`config.mk`:
```
export PLATFORM = sky130hd
export DESIGN_NAME = gpio_input_capture_flat
export DESIGN_NICKNAME = d
export VERILOG_FILES = /design/src/rtl/gpio_input_capture_pkg.sv /design/src/rtl/gpio_input_capture_if.sv /design/src/rtl/gpio_debounce_bit.sv /design/src/rtl/gpio_input_capture.sv /design/src/flat_wrapper.sv
export SDC_FILE = /design/constraint.sdc
export NUM_CORES = 1
export LEC_CHECK = 0
export ABC_AREA = 1
export CORE_MARGIN = 5
export CORE_UTILIZATION = 51
export DETAILED_ROUTE_END_ITERATION = 6
export GPL_TIMING_DRIVEN = 0
export MAX_ROUTING_LAYER = met4
export PLACE_DENSITY = 0.84
export SLEW_MARGIN = 40
export SYNTH_ARGS = -nofsm -noshare
export SYNTH_HDL_FRONTEND = slang
export SYNTH_SLANG_ARGS = --single-unit
```
`constraint.sdc`:
```
create_clock -name clk -period 3 [get_ports clk]
set_input_delay 0.6 -clock clk [delete_from_list [all_inputs] [get_ports clk]]
set_output_delay 0.6 -clock clk [all_outputs]
set_load 0.01 [all_outputs]
```
`src/rtl/gpio_input_capture_pkg.sv`:
```
`default_nettype none
// ============================================================================
// Module      : gpio_input_capture_pkg
// Description : Constants, types and helpers shared by the GPIO byte, the
//               input-capture block and the CPU register decode.
// Revision    : 1.0 - initial release
// ============================================================================
package gpio_input_capture_pkg;

    localparam int GPIO_WIDTH              = 8;
    localparam int DEFAULT_DEBOUNCE_CYCLES = 4;

    typedef logic [GPIO_WIDTH-1:0] gpio_vec_t;

    // Edge events for the bits whose stable level is about to flip. The new
    // level is the inverse of the current one, so a rising edge is a bit that
    // is currently low and a falling edge is a bit that is currently high.
    function automatic gpio_vec_t edge_set(
        input gpio_vec_t upd,
        input gpio_vec_t level_now,
        input gpio_vec_t rise_en,
        input gpio_vec_t fall_en
    );
        return upd & ((~level_now & rise_en) | (level_now & fall_en));
    endfunction

endpackage
`default_nettype wire

```
`src/rtl/gpio_input_capture_if.sv`:
```
`default_nettype none
// ============================================================================
// Module      : gpio_input_capture_if
// Description : CPU-side register bus of the GPIO input-capture block.
//               master : register decode (drives enables, masks, clear, ack)
//               slave  : capture block (drives level, status, interrupt)
// Signals     : rise_en, fall_en, irq_mask, clear_strobe, clear_mask,
//               interrupt_ack (master->slave);
//               gpio_level, event_status, interrupt (slave->master)
// Revision    : 1.0 - initial release
// ============================================================================
interface gpio_input_capture_if;
    import gpio_input_capture_pkg::*;

    gpio_vec_t rise_en;
    gpio_vec_t fall_en;
    gpio_vec_t irq_mask;
    logic      clear_strobe;
    gpio_vec_t clear_mask;
    logic      interrupt_ack;
    gpio_vec_t gpio_level;
    gpio_vec_t event_status;
    logic      interrupt;

    modport master (
        output rise_en, fall_en, irq_mask, clear_strobe, clear_mask, interrupt_ack,
        input  gpio_level, event_status, interrupt
    );

    modport slave (
        input  rise_en, fall_en, irq_mask, clear_strobe, clear_mask, interrupt_ack,
        output gpio_level, event_status, interrupt
    );

endinterface
`default_nettype wire

```
`src/rtl/gpio_debounce_bit.sv`:
```
`default_nettype none
// ============================================================================
// Module      : gpio_debounce_bit
// Description : Single-bit 2-flop synchroniser followed by a debounce counter
//               and stable-level flop. The level follows the synchronised pin
//               only after it has differed for DEBOUNCE_CYCLES edges in a row.
// Ports       : clk, reset (sync, active-high)
//               pin   - raw asynchronous pad input
//               level - debounced stable level
//               upd   - high in the cycle whose edge flips level
// Revision    : 1.0 - initial release
// ============================================================================
module gpio_debounce_bit #(
    parameter int   DEBOUNCE_CYCLES = 4,
    parameter logic INIT_LEVEL      = 1'b0
) (
    input  wire logic clk,
    input  wire logic reset,
    input  wire logic pin,
    output logic      level,
    output logic      upd
);

    localparam int                CNT_W     = $clog2(DEBOUNCE_CYCLES + 1);
    localparam logic [CNT_W-1:0]  C_CNT_MAX = CNT_W'(DEBOUNCE_CYCLES - 1);

    logic             r_s1;
    logic             r_s2;
    logic             r_level;
    logic [CNT_W-1:0] r_cnt;
    logic             w_differs;
    logic             w_upd;

    assign w_differs = (r_s2 != r_level);
    assign w_upd     = w_differs && (r_cnt == C_CNT_MAX);

    always_ff @(posedge clk) begin
        if (reset) begin
            r_s1    <= INIT_LEVEL;
            r_s2    <= INIT_LEVEL;
            r_level <= INIT_LEVEL;
            r_cnt   <= '0;
        end else begin
            r_s1 <= pin;
            r_s2 <= r_s1;
            // Any cycle agreeing with the stable level restarts the count,
            // so a glitch shorter than the window leaves no residue.
            if (!w_differs) begin
                r_cnt <= '0;
            end else if (w_upd) begin
                r_level <= r_s2;
                r_cnt   <= '0;
            end else begin
                r_cnt <= r_cnt + CNT_W'(1);
            end
        end
    end

    assign level = r_level;
    assign upd   = w_upd;

endmodule
`default_nettype wire

```
`src/rtl/gpio_input_capture.sv`:
```
`default_nettype none
// ============================================================================
// Module      : gpio_input_capture
// Description : Synchronises and debounces the GPIO pad inputs, latches
//               enabled rising/falling edges as sticky write-1-to-clear
//               events and raises an interrupt held until acknowledged.
// Ports       : clk, reset (sync, active-high)
//               gpio_in - raw asynchronous pad inputs
//               bus     - CPU register interface (slave modport):
//                         rise_en/fall_en/irq_mask, clear_strobe/clear_mask,
//                         interrupt_ack in; gpio_level/event_status/interrupt out
// Revision    : 1.0 - initial release
// ============================================================================
module gpio_input_capture
    import gpio_input_capture_pkg::*;
#(
    parameter int        DEBOUNCE_CYCLES = DEFAULT_DEBOUNCE_CYCLES,
    parameter gpio_vec_t INIT_LEVEL      = 8'h00
) (
    input  wire logic           clk,
    input  wire logic           reset,
    input  wire gpio_vec_t      gpio_in,
    gpio_input_capture_if.slave bus
);

    gpio_vec_t w_level;
    gpio_vec_t w_upd;
    gpio_vec_t w_set;
    gpio_vec_t w_status_next;
    logic      w_new_irq;
    gpio_vec_t r_event_status;
    logic      r_interrupt;

    for (genvar gi = 0; gi < GPIO_WIDTH; gi++) begin : g_bit
        gpio_debounce_bit #(
            .DEBOUNCE_CYCLES (DEBOUNCE_CYCLES),
            .INIT_LEVEL      (INIT_LEVEL[gi])
        ) u_debounce (
            .clk   (clk),
            .reset (reset),
            .pin   (gpio_in[gi]),
            .level (w_level[gi]),
            .upd   (w_upd[gi])
        );
    end

    always_comb begin
        w_set         = edge_set(w_upd, w_level, bus.rise_en, bus.fall_en);
        // OR-ing the set vector last makes a new event win over a clear of
        // the same bit in the same cycle.
        w_status_next = (bus.clear_strobe ? (r_event_status & ~bus.clear_mask)
                                          : r_event_status) | w_set;
        // Only fresh events interrupt; pending status bits never re-raise it.
        w_new_irq     = |(w_set & bus.irq_mask);
    end

    always_ff @(posedge clk) begin
        if (reset) begin
            r_event_status <= '0;
            r_interrupt    <= 1'b0;
        end else begin
            r_event_status <= w_status_next;
            if (w_new_irq) begin
                r_interrupt <= 1'b1;
            end else if (bus.interrupt_ack) begin
                r_interrupt <= 1'b0;
            end
        end
    end

    assign bus.gpio_level   = w_level;
    assign bus.event_status = r_event_status;
    assign bus.interrupt    = r_interrupt;

endmodule
`default_nettype wire
```
`src/flat_wrapper.sv`:
```
// flat-port wrapper written by rule: the top's interface ports become plain ports
module gpio_input_capture_flat import gpio_input_capture_pkg::*;
#(
    parameter int        DEBOUNCE_CYCLES = DEFAULT_DEBOUNCE_CYCLES,
    parameter gpio_vec_t INIT_LEVEL      = 8'h00
)
  (clk, reset, gpio_in, bus_rise_en, bus_fall_en, bus_irq_mask, bus_clear_strobe, bus_clear_mask, bus_interrupt_ack, bus_gpio_level, bus_event_status, bus_interrupt);
  gpio_input_capture_if bus_i ();
  input  wire logic clk;
  input  wire logic reset;
  input  wire gpio_vec_t gpio_in;
  input wire logic [$bits(bus_i.rise_en)-1:0] bus_rise_en;
  input wire logic [$bits(bus_i.fall_en)-1:0] bus_fall_en;
  input wire logic [$bits(bus_i.irq_mask)-1:0] bus_irq_mask;
  input wire logic [$bits(bus_i.clear_strobe)-1:0] bus_clear_strobe;
  input wire logic [$bits(bus_i.clear_mask)-1:0] bus_clear_mask;
  input wire logic [$bits(bus_i.interrupt_ack)-1:0] bus_interrupt_ack;
  output wire logic [$bits(bus_i.gpio_level)-1:0] bus_gpio_level;
  output wire logic [$bits(bus_i.event_status)-1:0] bus_event_status;
  output wire logic [$bits(bus_i.interrupt)-1:0] bus_interrupt;
  assign bus_i.rise_en = bus_rise_en;
  assign bus_i.fall_en = bus_fall_en;
  assign bus_i.irq_mask = bus_irq_mask;
  assign bus_i.clear_strobe = bus_clear_strobe;
  assign bus_i.clear_mask = bus_clear_mask;
  assign bus_i.interrupt_ack = bus_interrupt_ack;
  assign bus_gpio_level = bus_i.gpio_level;
  assign bus_event_status = bus_i.event_status;
  assign bus_interrupt = bus_i.interrupt;
  gpio_input_capture #(.DEBOUNCE_CYCLES(DEBOUNCE_CYCLES), .INIT_LEVEL(INIT_LEVEL)) u_core (.clk(clk), .reset(reset), .gpio_in(gpio_in), .bus(bus_i));
endmodule
```
==> impl_metrics.env <==
export IMPL_ys_warn_count=0
export IMPL_firstDrtPassIters=4
export IMPL_setup_ws_ps=997
export IMPL_cts_root_buf="clkbuf_8"
export IMPL_hold_viol=0
export IMPL_rsz0062_at_grt="false"
export IMPL_routedWlPerCell_um=11.5
export IMPL_pin_count=61
export IMPL_drive_gt1_share_pct=7.01
export IMPL_start_util_pct=52.6
export IMPL_crit_type="flip-flop to output pin"
export IMPL_syn_area_per_cell_um2=7.68
export IMPL_grt_usage_pct=17.7
export IMPL_crit_path_start_kind="flip-flop"
export IMPL_preCtsSetupSlack_ps=967
export IMPL_die_width_um=77.0
export IMPL_hold_buffers=0
export IMPL_max_slew_margin_rel_pct=66.2
export IMPL_period_share_pct=66.8
export IMPL_worst_pin_slew_ps=507
export IMPL_cts_htree_levels=3
export IMPL_p_per_area_mw_per_mm2=475
export IMPL_cts_tree="yes"
export IMPL_final_common_cell="nand2_1"
export IMPL_ant_nets=0
export IMPL_cts_resized_gates=0
export IMPL_setup_viol=0
export IMPL_hp_class="flip-flop to flip-flop"
export IMPL_antenna_found_initial=0
export IMPL_max_freq_ghz=0.499
export IMPL_ys_ff_latch=57
export IMPL_grt_pass1_wl_um=8140
export IMPL_cts_buffers=9
export IMPL_final_cell_mix="nand2_1 (66), clkdlybuf4s50_1 (59), dfxtp_1 (57), nor2_1 (56), inv_1 (46)"
export IMPL_nNetsFinal=428
export IMPL_synthSimpleGateAreaFrac_pct=24.0
export IMPL_syn_nets=358
export IMPL_register_area_mm2=0.00114
export IMPL_final_max_slew_viol_count=0
export IMPL_required_ps=2400
export IMPL_area_delta_synth_final_pct=35.8
export IMPL_drc=0
export IMPL_outcome="finished, final reports clean"
export IMPL_ys_seq_area_share_pct=49.9
export IMPL_insertion_delay_ps=330
export IMPL_overflow=0
export IMPL_drt_iter0_drc=61
export IMPL_num_fill_cells=357
export IMPL_netlist_instances=298
export IMPL_synthAdderAreaFrac_pct=8.75
export IMPL_clock_sinks=57
export IMPL_grt_max_degree=11
export IMPL_crit_path_end_kind="output pin"
export IMPL_via_per_inst=4.73
export IMPL_antenna_cells=0
export IMPL_clk_pin_slew_ps=60
export IMPL_maxCapViolations=0
export IMPL_period_minus_slack_ps=2000
export IMPL_grt_pass1_vias=1907
export IMPL_yosysUniqueCellTypes=14
export IMPL_p_leak_nw=1.41
export IMPL_port_buffers=59
export IMPL_irDropWorstVdd_mv=0.329
export IMPL_synth_top_cell_area_share_pct=49.9
export IMPL_path_max_fanout=5
export IMPL_num_vias=2001
export IMPL_synth_compound_area_share_pct=4.59
export IMPL_netlist_area_mm2=0.00229
export IMPL_skew_ps=5.22
export IMPL_multi_input_area_um2=881
export IMPL_yosys_top_cells_area="dfxtp_1 (50%), nand2_1 (11%), nor2_1 (9.2%)"
export IMPL_synth_xor_area_share_pct=1.15
export IMPL_hpwl_um=3630
export IMPL_reg2reg_slack_ps=1670
export IMPL_finalWirelength_um=4870
export IMPL_synth_mux_area_fraction_pct=0
export IMPL_die_h_um=77.0
export IMPL_synth_top_family_by_area="simple AND/OR/NAND/NOR gates"
export IMPL_fin_tns_setup_ps=0
export IMPL_fp_dieArea_mm2=0.00593
export IMPL_cts_buffer_depth=2
export IMPL_place_congestion=0.807
export IMPL_core_rowCount=24
export IMPL_synth_top_area_cell="dfxtp_1"
export IMPL_cts_setup_buffers=0
export IMPL_core_area_mm2=0.00435
export IMPL_crit_arrival_ps=1400
==> sequential cells by signal, indices dropped and copies added (netlist names) <==
register,count
u_core.bus.event_status,8
u_core.g_bit.u_debounce.r_s1,8
u_core.g_bit.u_debounce.r_s2,8
u_core.g_bit.u_debounce.r_cnt,24
u_core.g_bit.u_debounce.level,8
u_core.bus.interrupt,1
==> synthesized netlist by cell type <==
cell type  count
a21oi_1       13
buf_2          3
buf_4          8
clkbuf_1       1
dfxtp_1       57
ha_1          16
inv_1         46
inv_2          4
nand2_1       66
nand3_1       12
nand4_1        5
nor2_1        56
o21ai_0        8
xor2_1         3
==> area by class of cell <==
type | count | area share (%)
plain buffers | 12 | 2.54
clock buffers | 14 | 5.24
inverters | 50 | 6.04
multi-input cells | 179 | 28.4
flip-flops and latches | 57 | 36.7
well taps | 52 | 2.09
repair buffers | 59 | 19.0
==> report_power, final <==
part	switching (mW)	total [mW]	internal, mW
logic	0.0410	0.103	0.0618
registers	0.00580	0.777	0.771
clock network	0.260	0.596	0.336
total	0.306	1.48	1.17
==> cells by family after synthesis <==
logic type	Yosys count
buffers and inverters	62
AOI/OAI and AO/OA	21
DFF	57
xor gates and xnor gates	3
adders and majority gates	16
and+or+nand+nor	139
==> metal layers <==
layer / GRT usage (%) / share of wire [%] / up-vias
met5: - / 0 / -
met4: 6.70 / 2.2 / 0
met3: 6.56 / 7.6 / 13
met2: 29.1 / 48 / 74
met1: 19.5 / 42 / 872
li1: - / - / 1042
==> worst max-delay path, stage by stage, from the launching register on <==
cell and delay [ps]:
dfxtp_1 410, buf_4 140, clkdlybuf4s50_1 530
==> path summary, 6_finish.rpt <==
check	end	cells past startpoint	startpoint
worst min-delay path	u_core.g_bit[7].u_debounce.r_s2	2	u_core.g_bit[7].u_debounce.r_s1
worst min register to register	u_core.g_bit[7].u_debounce.r_s2	2	u_core.g_bit[7].u_debounce.r_s1
worst max register to register	u_core.bus.interrupt	8	u_core.g_bit[5].u_debounce.r_cnt[0]
worst max-delay path	bus_gpio_level[5]	2	u_core.g_bit[5].u_debounce.level
==> stage by stage <==
step | cells | hold slack (ps) | area, µm² | total power, mW | utilization [%]
floorplan | 298 | 388 | 2290 | 0.827 | -
global placement | 409 | 390 | 2940 | 0.892 | 67.6
global route | 423 | 419 | 3110 | 1.54 | 71.4
finish | 423 | 399 | 3110 | 1.48 | 71.4
detailed placement | 409 | 395 | 2940 | 0.895 | 67.6
CTS | 423 | 402 | 3110 | 1.49 | 71.4
Power figures use the tool's default switching activity.
